**src/rtl/unidade_controle_timeout_pkg.sv**
```systemverilog
// Shared definitions for the game controller: state codes (also the debug
// display value) and the default timeout length.
package unidade_controle_timeout_pkg;

  localparam int TIMEOUT_CICLOS_PADRAO = 3000;  // 3 s at 1 kHz

  typedef enum logic [3:0] {
    INICIAL     = 4'h0,
    PREPARACAO  = 4'h1,
    ESPERA      = 4'h2,
    REGISTRA    = 4'h4,
    COMPARACAO  = 4'h5,
    PROXIMO     = 4'h6,
    FIM_ACERTOU = 4'hA,
    FIM_TIMEOUT = 4'hD,
    FIM_ERROU   = 4'hE
  } estado_t;

  function automatic logic eh_fim(input estado_t e);
    return (e == FIM_ACERTOU) || (e == FIM_ERROU) || (e == FIM_TIMEOUT);
  endfunction

endpackage

```
**src/rtl/unidade_controle_timeout_contador.sv**
```systemverilog
// Saturating timeout counter: synchronous clear, count enable, flags the
// last allowed cycle (MODULO-1) and never wraps.
module contador_timeout #(
  parameter int MODULO = 3000,
  localparam int W = (MODULO > 1) ? $clog2(MODULO) : 1
) (
  input  logic clock,
  input  logic reset,
  input  logic zera,
  input  logic conta,
  output logic fim_contagem
);

  localparam logic [W-1:0] TERMINAL = W'(MODULO - 1);

  logic [W-1:0] valor_q, valor_d;

  always_comb begin
    valor_d = valor_q;
    if (zera) begin
      valor_d = '0;
    end else if (conta && (valor_q != TERMINAL)) begin
      valor_d = valor_q + W'(1);
    end
  end

  always_ff @(posedge clock or posedge reset) begin
    if (reset) begin
      valor_q <= '0;
    end else begin
      valor_q <= valor_d;
    end
  end

  assign fim_contagem = (valor_q == TERMINAL);

endmodule

```
**src/rtl/unidade_controle_timeout.sv**
```systemverilog
// Control unit for the memory game: Moore FSM sequencing play register,
// sequence counter and a per-play response timeout.
module unidade_controle_timeout
  import unidade_controle_timeout_pkg::*;
#(
  parameter int TIMEOUT_CICLOS = TIMEOUT_CICLOS_PADRAO
) (
  input  logic       clock,
  input  logic       reset,
  input  logic       iniciar,
  input  logic       jogada,
  input  logic       igual,
  input  logic       fim,
  output logic       zeraC,
  output logic       contaC,
  output logic       zeraR,
  output logic       registraR,
  output logic       acertou,
  output logic       errou,
  output logic       pronto,
  output logic [3:0] db_estado,
  output logic       db_timeout,
  output logic       db_estado_espera
);

  estado_t estado_q, estado_d;
  logic    timeout_fim;
  logic    timeout_zera;
  logic    timeout_conta;

  // The wait budget restarts on every new game and every new play.
  assign timeout_zera  = (estado_q == PREPARACAO) || (estado_q == PROXIMO);
  assign timeout_conta = (estado_q == ESPERA);

  contador_timeout #(
    .MODULO(TIMEOUT_CICLOS)
  ) u_contador_timeout (
    .clock       (clock),
    .reset       (reset),
    .zera        (timeout_zera),
    .conta       (timeout_conta),
    .fim_contagem(timeout_fim)
  );

  always_ff @(posedge clock or posedge reset) begin
    if (reset) begin
      estado_q <= INICIAL;
    end else begin
      estado_q <= estado_d;
    end
  end

  always_comb begin
    estado_d = estado_q;
    case (estado_q)
      INICIAL:     if (iniciar) estado_d = PREPARACAO;
      PREPARACAO:  estado_d = ESPERA;
      // A play arriving on the last allowed cycle still counts.
      ESPERA: begin
        if (jogada) begin
          estado_d = REGISTRA;
        end else if (timeout_fim) begin
          estado_d = FIM_TIMEOUT;
        end
      end
      REGISTRA:    estado_d = COMPARACAO;
      COMPARACAO: begin
        if (!igual) begin
          estado_d = FIM_ERROU;
        end else if (fim) begin
          estado_d = FIM_ACERTOU;
        end else begin
          estado_d = PROXIMO;
        end
      end
      PROXIMO:     estado_d = ESPERA;
      FIM_ACERTOU,
      FIM_ERROU,
      FIM_TIMEOUT: if (iniciar) estado_d = PREPARACAO;
      default:     estado_d = INICIAL;
    endcase
  end

  always_comb begin
    zeraC            = 1'b0;
    contaC           = 1'b0;
    zeraR            = 1'b0;
    registraR        = 1'b0;
    acertou          = 1'b0;
    errou            = 1'b0;
    db_timeout       = 1'b0;
    db_estado_espera = 1'b0;
    pronto           = eh_fim(estado_q);
    db_estado        = estado_q;
    case (estado_q)
      PREPARACAO: begin
        zeraC = 1'b1;
        zeraR = 1'b1;
      end
      ESPERA:      db_estado_espera = 1'b1;
      REGISTRA:    registraR = 1'b1;
      PROXIMO:     contaC = 1'b1;
      FIM_ACERTOU: acertou = 1'b1;
      FIM_ERROU:   errou = 1'b1;
      FIM_TIMEOUT: begin
        errou      = 1'b1;
        db_timeout = 1'b1;
      end
      default: ;
    endcase
  end

endmodule

```
**config.mk**
```make
export PLATFORM = sky130hd
export DESIGN_NAME = unidade_controle_timeout
export DESIGN_NICKNAME = d
export VERILOG_FILES = /design/src/rtl/unidade_controle_timeout_pkg.sv /design/src/rtl/unidade_controle_timeout_contador.sv /design/src/rtl/unidade_controle_timeout.sv
export SDC_FILE = /design/constraint.sdc
export NUM_CORES = 1
export LEC_CHECK = 0
export ABC_AREA = 1
export BUFFER_PORTS_ARGS = -buffer_cell sky130_fd_sc_hd__buf_2
export CORE_AREA = 10 10 64 66
export CTS_CLUSTER_SIZE = 30
export DETAILED_ROUTE_END_ITERATION = 6
export DIE_AREA = 0 0 74 76
export PLACE_DENSITY = 0.67
export SLEW_MARGIN = 20
export SYNTH_ARGS = -nofsm -noshare
export SYNTH_HDL_FRONTEND = slang
export SYNTH_SLANG_ARGS = --single-unit
```
**constraint.sdc**
```tcl
create_clock -name clock -period 1.81 [get_ports clock]
set_input_delay 0.362 -clock clock [delete_from_list [all_inputs] [get_ports clock]]
set_output_delay 0.362 -clock clock [all_outputs]
set_load 0.005 [all_outputs]
```
==> out/qor.csv <==
stage,metric,value,unit
route,post-detailed-route via-to-cell ratio,4.79,
min_path,worst hold path type,in2async,
logic_synthesis,net count of the mapped netlist,175,
cts,clock root buffer,clkbuf_4,
timing,endpoints failing hold,0,
cells_and_area,diode insertion count for antenna repair,0,
global_routing,largest net degree at the start of global routing,17,
logic_synthesis,per-instance average area after synthesis,6.56,sq um
logic_synthesis,most instantiated cells after synthesis,"nand2_1 (65), nor2_1 (21), inv_1 (18)",
route,number of DRC violations after detailed-routing iteration 0,77,
job,maximum capacitance violations,0,
route,drt first pass iters,4,
global_routing,number of antenna violations at the first check in global routing,0,
power,switching power of the nets,735,uW
logic_synthesis,biggest area contributors in the synthesized netlist,"dfrtp_1 (36%), nand2_1 (22%), nor2_1 (7.2%)",
critical_path,Critical Path Start Type,flop,
power,total power draw,1.49,mW
cts,# H-tree levels,1,
placed_design,"number of placed instances, taps included",217,
cts,deepest clock path buffer count,2,
power,Max IR drop VDD,830,uV
critical_path,endpoint required time on the critical path,1450,ps
cells_and_area,layout cell share with drive strength beyond 1,17.6,%
floorplan,Initial Util,37.6,%
cells_and_area,fin area,1260,sq um
logic_synthesis,Post-Synthesis Cell Area,1100,sq um
placed_design,RD Place Congestion,0.806,
cts,post-CTS setup repair buffer count,0,
timing,f_max,598,MHz
logic_synthesis,area share of the leading cell type in the synthesized netlist,36.3,%
cells_and_area,fill cell count,322,
route,detailed-route wire length per cell,11.3,microns
floorplan,boundary pin count,19,
critical_path,slack of the worst reg-to-reg path,340,ps
placed_design,input/output buffers,18,
power,clock share of power,12.4,%
timing,setup repair after global routing missed its margin,no,
power,internal portion of total power,758,uW
cells_and_area,Util after Layout,42.9,%
route,Antenna Nets Post-Route,0,
critical_path,class of the most critical setup path,reg2out,
logic_synthesis,Yosys warning count,0,
floorplan,floorplan die height,76,microns
cts,number of clock buffers inserted by TritonCTS,3,
logic_synthesis,most used flip-flop cell after synthesis,dfrtp_1,
cts,clk slew on worst S/H paths,80,ps
cts,post-cts resize count,0,
logic_synthesis,number of instances in the synthesized netlist,168,
logic_synthesis,"Async S/R FF share, synth",100,%
timing,final cycle utilization of the critical path,92.4,%
power,PwrDens,1190,nW/um^2
critical_path,crit path capture type,output port,
logic_synthesis,number of distinct library cell variants in the gate-level netlist after synthesis,23,
logic_synthesis,fraction of the yosys area taken by sequential cells,36.3,%
route,total length of routed wires,2490,microns
timing,endpoints failing setup,0,
logic_synthesis,number of enable flip-flop cells after synthesis,0,
power,leakage,0.721,nW
floorplan,die outline area,5620,sq um
route,total DRC errors in the routed layout,0,
logic_synthesis,cell type with the highest aggregate area in the netlist,dfrtp_1,
floorplan,floorplan die width,74,microns
timing,skew final,0.768,ps
timing,headroom to the max-slew limit,58.9,%
critical_path,Worst Path Arrival,1310,ps
cts,clock tree from TritonCTS,yes,
timing,transition time at the pin with the least slew margin,617,ps
global_routing,total global routing track utilization,9.88,%
placed_design,placed standard-cell area,1220,sq um
cells_and_area,"Area growth, synth to finish",14.0,%
cts,worst skew pair latency,290,ps
critical_path,critical-path maximum fanout,7,
cts,number of hold-repair buffers added at the cts stage,0,
status,run status,finished clean,
route,vias,1053,
timing,sum of negative setup slack,0,ps
logic_synthesis,number of flip-flops and latches in the synthesized netlist,16,
global_routing,first-pass GRT wire length,4690,microns
cells_and_area,Finished Layout Cells,220,
placed_design,placed wire-length estimate,1970,microns
floorplan,Floorplan Core Area,2930,sq um
global_routing,overall overflow remaining after global route,0,
global_routing,number of global-route vias before repair,1072,
timing,Tmin final,1670,ps
logic_synthesis,most frequent cell after synthesis,nand2_1,
power,Gate power share,52.7,%
cts,number of clock sinks,16,
power,sequential share of power,34.9,%
power,switch share,49.2,%
timing,max-slew violation count,0,
cells_and_area,# nets final,196,
floorplan,site row count,20,
-- area by class of cell --
class / count / area [sq um] / share of cell area (%)
multi-input cells: 128 / 617 / 49.1
flip-flops and latches: 16 / 400 / 31.9
repair buffers: 18 / 90.1 / 7.17
inverters: 22 / 85.1 / 6.77
well taps: 33 / 41.3 / 3.29
clock buffers: 3 / 22.5 / 1.79
-- path summary, 6_finish.rpt --
kind	startpoint	to	cells after the start
max	db_estado[3]$_DFFE_PP0P_	registraR	4
min	reset	u_contador_timeout.valor_q[3]$_DFFE_PP0P_	2
max reg2reg	u_contador_timeout.valor_q[1]$_DFFE_PP0P_	u_contador_timeout.valor_q[6]$_DFFE_PP0P_	9
min reg2reg	u_contador_timeout.valor_q[1]$_DFFE_PP0P_	u_contador_timeout.valor_q[1]$_DFFE_PP0P_	2
max in group asynchronous	reset	u_contador_timeout.valor_q[6]$_DFFE_PP0P_	2
min in group clock	fim	db_estado[3]$_DFFE_PP0P_	5
-- layer usage --
metal / vias to the layer above / share of wire (%) / GRT usage [%] / wire [microns]
met5: - / 0 / 0 / 0
met4: 0 / 1.8 / 3.92 / 46
li1: 564 / - / - / -
met1: 464 / 45 / 12.5 / 1130
met2: 20 / 45 / 15.2 / 1120
met3: 5 / 7.9 / 2.73 / 198
-- power groups by stage --
stage / clock network [mW] / registers, mW / logic, mW
2_1_floorplan: 0 / 0.502 / 0.587
3_3_place_gp: 0 / 0.521 / 0.785
3_5_place_dp: 0 / 0.520 / 0.785
4_1_cts: 0.195 / 0.513 / 0.789
5_1_grt: 0.213 / 0.538 / 0.908
6_report: 0.185 / 0.521 / 0.787
-- cells in the final DEF (no fill, tap or decap), drive strengths merged, types with 2 or more instances in the layout --
| cell type | n |
|---|---|
| inv | 22 |
| clkbuf | 3 |
| xor2 | 4 |
| dfrtp | 16 |
| nand2 | 68 |
| o21ai | 4 |
| nand4 | 10 |
| nand3 | 12 |
| a21oi | 2 |
| buf | 18 |
| nor2 | 24 |
-- flip-flops by register name, indices dropped and copies added, names as in the netlist --
| signal | cells |
|---|---|
| u_contador_timeout.valor_q | 12 |
| db_estado | 4 |
-- logic make-up (layout without fill, tap and decap cells) --
kind of cell | count (synthesis) | in the layout | synth area share (%)
simple gates | 115 | 115 | 46.4
buf+inv | 24 | 43 | 8.85
flops | 16 | 16 | 36.3
compound gates | 8 | 8 | 4.09
xor+xnor | 4 | 4 | 3.18
fa+ha+maj | 1 | 1 | 1.13
-- stage by stage --
step	hold slack, ps	worst slack [ps]
6_report	134	137
5_1_grt	174	7.07
4_1_cts	161	86.7
3_5_place_dp	480	362
3_3_place_gp	474	381
2_1_floorplan	276	469
-- worst max-delay path, cell delays in order (launching register included) --
cell	delay [ps]
dfrtp_1	460
inv_1	80
nand2_1	120
nor3_2	210
buf_2	160
No activity file was read; power rests on OpenSTA's default activity.
